## config.mk

```make
export PLATFORM = sky130hd
export DESIGN_NAME = farbborg_scanner
export DESIGN_NICKNAME = d
export VERILOG_FILES = /design/src/rtl/farbborg_scanner.sv
export SDC_FILE = /design/constraint.sdc
export NUM_CORES = 2
export LEC_CHECK = 0
export ABC_CLOCK_PERIOD_IN_PS = 10200
export CAP_MARGIN = 20
export CELL_PAD_IN_SITES_DETAIL_PLACEMENT = 1
export CELL_PAD_IN_SITES_GLOBAL_PLACEMENT = 2
export CORE_MARGIN = 4
export CORE_UTILIZATION = 43
export DETAILED_ROUTE_END_ITERATION = 16
export PLACE_DENSITY_LB_ADDON = 0.1
export RECOVER_POWER = 25
export SLEW_MARGIN = 20
export SYNTH_ARGS = -nofsm -noshare
export SYNTH_HDL_FRONTEND = slang
export SYNTH_SLANG_ARGS = --single-unit
```

## constraint.sdc

```tcl
create_clock -name clk -period 10.2 [get_ports clk]
set_input_delay 1.02 -clock clk [delete_from_list [all_inputs] [get_ports clk]]
set_output_delay 1.02 -clock clk [all_outputs]
set_load 0.02 [all_outputs]
```

## src/rtl/farbborg_scanner.sv

```systemverilog
`default_nettype none
// ============================================================================
// farbborg_scanner: multiplexed LED-cube plane scanner with 8-bit PWM per channel
// Revision: 1.0
// ============================================================================
module farbborg_scanner #(
  parameter int PLANES    = 8,
  parameter int BASE      = 0,
  parameter int PRESCALE  = 4,
  parameter int BLANK_CYC = 8
) (
  input  logic              clk,
  input  logic              reset,
  input  logic              enable,
  output logic [8:0]        addrb,
  input  logic [31:0]       dob,
  output logic [PLANES-1:0] plane_sel,
  output logic [63:0]       col,
  output logic              frame_start
);

  localparam int PLANE_W = (PLANES > 1) ? $clog2(PLANES) : 1;
  localparam int PRE_W   = (PRESCALE > 1) ? $clog2(PRESCALE) : 1;
  localparam int BLK_W   = (BLANK_CYC > 1) ? $clog2(BLANK_CYC) : 1;

  localparam logic [8:0]         C_BASE       = 9'(BASE);
  localparam logic [PLANE_W-1:0] C_PLANE_LAST = PLANE_W'(PLANES - 1);
  localparam logic [PLANE_W-1:0] C_PLANE_ONE  = PLANE_W'(1);
  localparam logic [PRE_W-1:0]   C_PRE_MAX    = PRE_W'(PRESCALE - 1);
  localparam logic [PRE_W-1:0]   C_PRE_ONE    = PRE_W'(1);
  localparam logic [BLK_W-1:0]   C_BLK_MAX    = BLK_W'(BLANK_CYC - 1);
  localparam logic [BLK_W-1:0]   C_BLK_ONE    = BLK_W'(1);

  typedef enum logic [1:0] {
    ST_BLANK = 2'd0,
    ST_FETCH = 2'd1,
    ST_PWM   = 2'd2
  } state_t;

  state_t              state_q;
  logic [PLANE_W-1:0]  plane_q;
  logic [BLK_W-1:0]    blk_q;
  logic [4:0]          fetch_q;
  logic [PRE_W-1:0]    pre_q;
  logic [7:0]          pwm_q;
  logic [8:0]          addrb_q;
  logic [PLANES-1:0]   plane_sel_q;
  logic [63:0]         col_q;
  logic                frame_start_q;
  logic [479:0]        shadow_q;
  logic [511:0]        disp_q;

  logic [7:0]          pwm_d;
  logic [63:0]         lit_d;
  logic [511:0]        fetched_w;
  logic [511:0]        bright_w;
  logic [PLANES-1:0]   onehot_w;
  logic [8:0]          plane_base_w;
  logic [3:0]          cap_w;

  // Word 15 arrives on the FETCH->PWM edge itself, so it bypasses the shadow bank.
  assign fetched_w    = {dob, shadow_q};
  assign plane_base_w = C_BASE + 9'({plane_q, 4'b0000});
  assign cap_w        = fetch_q[3:0] - 4'd1;

  always_comb begin
    pwm_d = 8'd0;
    if (state_q == ST_PWM) begin
      pwm_d = (pre_q == C_PRE_MAX) ? pwm_q + 8'd1 : pwm_q;
    end
  end

  // Next col value uses the bank that will be displayed after this edge.
  always_comb begin
    bright_w = (state_q == ST_FETCH) ? fetched_w : disp_q;
    for (int i = 0; i < 64; i++) begin
      lit_d[i] = bright_w[8*i +: 8] > pwm_d;
    end
  end

  always_comb begin
    onehot_w = '0;
    for (int i = 0; i < PLANES; i++) begin
      if (plane_q == PLANE_W'(i)) onehot_w[i] = 1'b1;
    end
  end

  always_ff @(posedge clk) begin
    if (reset) begin
      state_q       <= ST_BLANK;
      plane_q       <= '0;
      blk_q         <= '0;
      fetch_q       <= 5'd0;
      pre_q         <= '0;
      pwm_q         <= 8'd0;
      addrb_q       <= 9'd0;
      plane_sel_q   <= '0;
      col_q         <= 64'd0;
      frame_start_q <= 1'b0;
      shadow_q      <= '0;
      disp_q        <= '0;
    end else begin
      frame_start_q <= 1'b0;
      case (state_q)
        ST_BLANK: begin
          plane_sel_q <= '0;
          col_q       <= 64'd0;
          if (!enable) begin
            blk_q <= '0;
          end else if (blk_q == C_BLK_MAX) begin
            blk_q         <= '0;
            state_q       <= ST_FETCH;
            fetch_q       <= 5'd0;
            addrb_q       <= plane_base_w;
            frame_start_q <= (plane_q == '0);
          end else begin
            blk_q <= blk_q + C_BLK_ONE;
          end
        end

        ST_FETCH: begin
          if (!enable) begin
            state_q <= ST_BLANK;
            blk_q   <= '0;
          end else begin
            if (fetch_q != 5'd0 && fetch_q != 5'd16) begin
              shadow_q[{cap_w, 5'd0} +: 32] <= dob;
            end
            if (fetch_q == 5'd16) begin
              state_q     <= ST_PWM;
              disp_q      <= fetched_w;
              col_q       <= lit_d;
              plane_sel_q <= onehot_w;
              pwm_q       <= 8'd0;
              pre_q       <= '0;
            end else begin
              fetch_q <= fetch_q + 5'd1;
              if (fetch_q < 5'd15) addrb_q <= addrb_q + 9'd1;
            end
          end
        end

        ST_PWM: begin
          if (!enable) begin
            state_q     <= ST_BLANK;
            blk_q       <= '0;
            plane_sel_q <= '0;
            col_q       <= 64'd0;
          end else if (pwm_q == 8'd254 && pre_q == C_PRE_MAX) begin
            state_q     <= ST_BLANK;
            blk_q       <= '0;
            plane_sel_q <= '0;
            col_q       <= 64'd0;
            plane_q     <= (plane_q == C_PLANE_LAST) ? '0 : plane_q + C_PLANE_ONE;
          end else begin
            col_q <= lit_d;
            pwm_q <= pwm_d;
            pre_q <= (pre_q == C_PRE_MAX) ? '0 : pre_q + C_PRE_ONE;
          end
        end

        default: begin
          state_q <= ST_BLANK;
        end
      endcase
    end
  end

  assign addrb       = addrb_q;
  assign plane_sel   = plane_sel_q;
  assign col         = col_q;
  assign frame_start = frame_start_q;

endmodule
`default_nettype wire

```

**Word level (Yosys, flattened, before mapping)**

Cells that the tools add are included.

- Add/sub/neg operators: 8
- $mul: 0
- Divide/modulo/power cells: 0
- $lt $le $gt $ge: 65
- Equality and inequality tests: 25
- Shift operators: 2
- Multiplexer cells: 58
- Bitwise logic cells: 3
- Reduce and logical (&&, ||, !) cells: 19

Operator list:

| kind | number |
|---|---|
| greater-than comparator 8 bit | 64 |
| 2-to-1 mux 512 bit | 1 |
| bitwise mux 480 bit | 1 |
| variable shift 32 x 11 -> 480 bit (first input constant) | 1 |
| variable part select 32 x 11 -> 480 bit | 1 |
| 2-to-1 mux 64 bit | 4 |
| one-hot mux 64 bit (3 select lines) | 1 |
| 2-to-1 mux 8 bit | 10 |
| 2-to-1 mux 9 bit | 5 |
| one-hot mux 8 bit (3 select lines) | 1 |
| 2-to-1 mux 2 bit | 11 |
| 2-to-1 mux 5 bit | 4 |
| 2-to-1 mux 3 bit | 6 |
| one-hot mux 9 bit (2 select lines) | 1 |
| one-hot mux 8 bit (2 select lines) | 1 |
| equality test 3 bit (second input constant) | 5 |
| AND reduction 3 bit | 5 |
| != test 2 bit (second input constant) | 7 |
| negation 9 -> 11 bit | 1 |
| one-hot mux 5 bit (2 select lines) | 1 |
| AND reduction 5 bit | 2 |
| adder 9 x 1 -> 9 bit (second input constant) | 1 |
| one-hot mux 3 bit (3 select lines) | 1 |
| adder 8 x 1 -> 8 bit (second input constant) | 1 |
| 27 further kinds | 44 |

- Flip-flop bits (word level): 1,097
- Bits in latches: 0
- Memory bits (writable): 0
- ROM bits: 0
- Word-level logic and storage cells: 192
- Memories kept: 0

**Longest topological paths before layout**

- Word-level depth: 7
- Gate-level depth with buffers: 17
- Gate-level depth less buffers: 12

**Worst setup path after synthesis**

No wires, ideal clock.

- Kind: flip-flop to flip-flop
- Start point: register pre_q[0]
- End point: register col_q[10] (netlist: col[10])
- Library setup time: 0.117 ns
- Arrival: 4.882 ns
- Required time: 10.083 ns
- Slack: 5.200 ns
- Stages on the path, launching flop included: 11
- Buffers on the path: 1
- Clock period less this slack: 5.000 ns
- Path through: dfxtp_1 ha_1 buf_2 o211ai_1 ha_1 nor2b_1 o21a_1 o21ai_0 nand2b_1 a221o_1 a32o_1

- Longest elaborated chain between the ends: 7

Ends and longest elaborated chain:

| what | RTL line | RTL |
|---|---|---|
| start: declaration | 44 | `logic [PRE_W-1:0] pre_q;` |
| start signal: assignment | 158 | `pre_q <= (pre_q == C_PRE_MAX) ? '0 : pre_q + C_PRE_ONE;` |
| equality test 2 bit (*) | 69, 149 |  |
| 2-to-1 mux 8 bit | 69 | `pwm_d = (pre_q == C_PRE_MAX) ? pwm_q + 8'd1 : pwm_q;` |
| 2-to-1 mux 8 bit | 68 | `if (state_q == ST_PWM) begin` |
| greater-than comparator 8 bit | 77 | `lit_d[i] = bright_w[8*i +: 8] > pwm_d;` |
| 2-to-1 mux 64 bit (on tied branches) | 149, 129 |  |
| 2-to-1 mux 64 bit (on tied branches) | 144, 122 |  |
| one-hot mux 64 bit (3 select lines) (*) | 104 | `case (state_q)` |
| end signal: assignment | 132 | `col_q <= lit_d;` |
| end signal: assignment | 156 | `col_q <= lit_d;` |
| end: declaration | 48 | `logic [63:0] col_q;` |

Mark *: on every way between the ends. The rest lies on a longest branch, timed or not. The select of a mux whose other input is x is not followed.
A chain may end at the register's enable or synchronous reset.

**Worst setup path in the final report**

- Start point: register state_q[1]
- End point: register disp_q[65]

- Longest elaborated chain between the ends: 2

Ends and longest elaborated chain:

| what | RTL line | RTL |
|---|---|---|
| start: declaration | 40 | `state_t state_q;` |
| start signal: assignment | 90 | `state_q <= ST_BLANK;` |
| start signal: assignment | 112 | `state_q <= ST_FETCH;` |
| start signal: assignment | 123 | `state_q <= ST_BLANK;` |
| equality test 2 x 1 -> 1 bit | 104 |  |
| AND reduction 3 bit (no source line) | n/a |  |
| end signal: assignment | 131 | `disp_q <= fetched_w;` |
| end: declaration | 51 | `logic [511:0] disp_q;` |

No other way between the ends.

==> metrics.txt <==
R2R Path Start state_q[1]; CP Launch Type flop; CTS sink cnt 1097; largest net degree at the start of global routing 208; TritonRoute pass-1 iters 5; area growth from synthesis to layout 12.2%; worst-skew pair later-pin latency 0.76 ns; status finished with violations; hold path cells 2; area post-placement 0.0592 mm²; share of cells above drive strength 1 0.123; Synth top area share 0.387; TritonCTS clock tree built; Final #Nets ~6.9k; XOR/XNOR Fraction of Synth Area 0.00549; CTS Hold Bufs 0; top post-synthesis cells by area dfxtp_1 39%, ha_1 10%, nand2_1 8.8%; Max Transition Viols Final 391; initial drt markers 3116; Num CTS Buffers 134; worst setup path endpoint disp_q[65]; Synth Area in Compound Gates 0.148; RePlAce Congestion 0.770; vias in the first global route around 50k; first-pass GRT wire length 304 mm; period utilisation layout 0.672; post-synthesis register bit count between 1k and 1.5k; Slew @ Worst Pin 3.11 ns; final setup skew 0.0178 ns; standard-cell rows 132; Seq/Total Area, Yosys 0.387; yosys warns 0; fraction of registers with async set or reset after synthesis 0; post-synthesis mux area share 0.107; post-synthesis cell area 0.0567 mm²; met1 usage 0.379; Final Routed Wirelength 199 mm; DIE AREA about 0.14 mm²; area of the multi-input gates 0.0329 mm²; Die Ht 371 µm; Mapped Nets 7061; via count 48.5k; Routed Antenna Nets 0; total of max-cap violations 8; Setup Viol. Count Final 0; Root Driver clkbuf_16; critical path data arrival time 7.42 ns; drt drc 0; simple-gate share of the synthesized area 0.203; Final min period 6.85 ns; total gr overflow 0; Worst R2R Setup Slack about 3.3 ns; post-DP HPWL ~110 mm; met2 Usage GRT 0.487; Post-Synth Adder-Cell Area 0.113; clock tree buffer depth 3; vias per std cell 5.85; fillers ~15k; Crit path required time 10.77 ns; Crit. Startpoint state_q[1]; Setup crit end kind flop; Post-CTS Setup Bufs 0; Top Usage Layer GRT met2; initial antenna violation count 16; fin util 0.488; port buffer count 116; CTS clk-pin slew, worst paths 0.06 ns; per-cell routed wire length 24.0 µm; Sequential Area between 0.02 and 0.025 mm²; Slew HR -1.07; commonest cells after routing, fill and taps aside 1331 x nand2_1, 1097 x dfxtp_1, 709 x a21oi_1; FF-to-FF End disp_q[65]; GRT met3 Usage 0.0338; Post-synth EDFFs 0; Hold WC Path Type reg2reg; Synth Area per Inst 8.65 µm²; maximum fanout along the worst path 187; failing checks capacitance limit, slew limit; VDD IR-drop max 122 µV; gr usage total 0.285; Chip Width 371 µm; R2R depth 8; Lkg Pwr 23.3 nW; Starting Density 0.435; CORE AREA 0.130 mm²; Cells after Synth roughly 6.6k; main combinational cell family by area after synthesis simple AND/OR/NAND/NOR gates; Main synth FF type dfxtp_1; most common cell after layout, fill and taps aside nand2_1; post-synth cell types 63; power density over cell area 147 mW/mm²; Peak Freq 146 MHz; final non-filler cell area 0.0636 mm²; I/O pins 117; RSZ-0062 raised after global routing false; critical path class reg2reg; Final Hold Fails 0; Fin Setup TNS 0 ns; H-tree lvl count 4; CTS resizes 0; post-synth top area cell dfxtp_1
[synthesized netlist by cell type (104+ instances only)]
master / number
mux2i_1: 114
nand2_1: 1337
nand4_1: 104
a21oi_1: 711
o21ai_0: 450
ha_1: 470
dfxtp_1: 1097
nand3_1: 204
nand3b_1: 239
clkbuf_1: 386
mux2_2: 436
nand2b_1: 180
[how the worst min path moves through the flow]
stage / start / end / slack, ns
2_1_floorplan: disp_q[100] / disp_q[100] / 0.43
5_1_grt: disp_q[375] / disp_q[375] / 0.46
4_1_cts: disp_q[348] / disp_q[348] / 0.45
3_3_place_gp: plane_sel[3] / plane_sel[3] / 0.44
3_5_place_dp: disp_q[348] / disp_q[348] / 0.45
6_report: plane_sel[3] / plane_sel[3] / 0.45
[layer usage]
layer | wire [µm] | vias to the layer above
li1 | - | 22900
met5 | 0 | -
met1 | 90100 | 24300
met4 | 5900 | 0
met3 | 9140 | 273
met2 | 93800 | 915
[per-stage QoR]
step | hold WS, ns | total power [mW] | worst slack (ns) | instances
floorplan | 0.434 | 4.48 | 5.20 | 6556
global placement | 0.438 | 4.61 | 5.31 | 8035
detailed placement | 0.445 | 4.61 | 5.15 | 8035
CTS | 0.454 | 9.47 | 5.55 | 8275
global route | 0.463 | 9.65 | 2.85 | 8275
finish | 0.451 | 9.36 | 3.35 | 8283
[critical path, cell delays in order (launching register included)]
cell     delay, ns
dfxtp_1       0.34
inv_1         0.09
ha_1          1.69
buf_12        0.64
nand3_1       2.00
buf_12        1.00
buf_12        0.44
nand2_1       0.18
a21oi_1       0.09
[registers in the layout, summed over array words and instances, names as in the netlist]
name / flops
state_q: 2
frame_start: 1
fetch_q: 5
shadow_q: 480
pwm_q: 8
addrb: 9
col: 64
plane_sel: 8
disp_q: 512
plane_q: 3
blk_q: 3
pre_q: 2
[final cells by class]
class | count | share of cell area
antenna | 8 | 0.000315
clock buffer | 199 | 0.0636
clock inverter | 41 | 0.00625
inverter | 33 | 0.00195
multi-input combinational | 4946 | 0.517
sequential | 1097 | 0.345
tap | 1742 | 0.0343
timing repair buffer | 217 | 0.0314
[report_power, final]
part	leakage, nW	internal (mW)	switching (mW)
Sequential	8.83	4.29	0.000272
Clock	2.20	2.91	1.94
Combinational	12.3	0.0528	0.177
Total	23.3	7.25	2.11
[kinds of logic after synthesis]
kind of cell / Yosys count
adder cells (fa/ha/maj): 522
flip-flops: 1097
XOR/XNOR: 33
buffers and inverters: 513
AO/OA/AOI/OAI: 1469
AND/OR/NAND/NOR: 2372
multiplexers: 550
(Power assumes the default switching activity.)
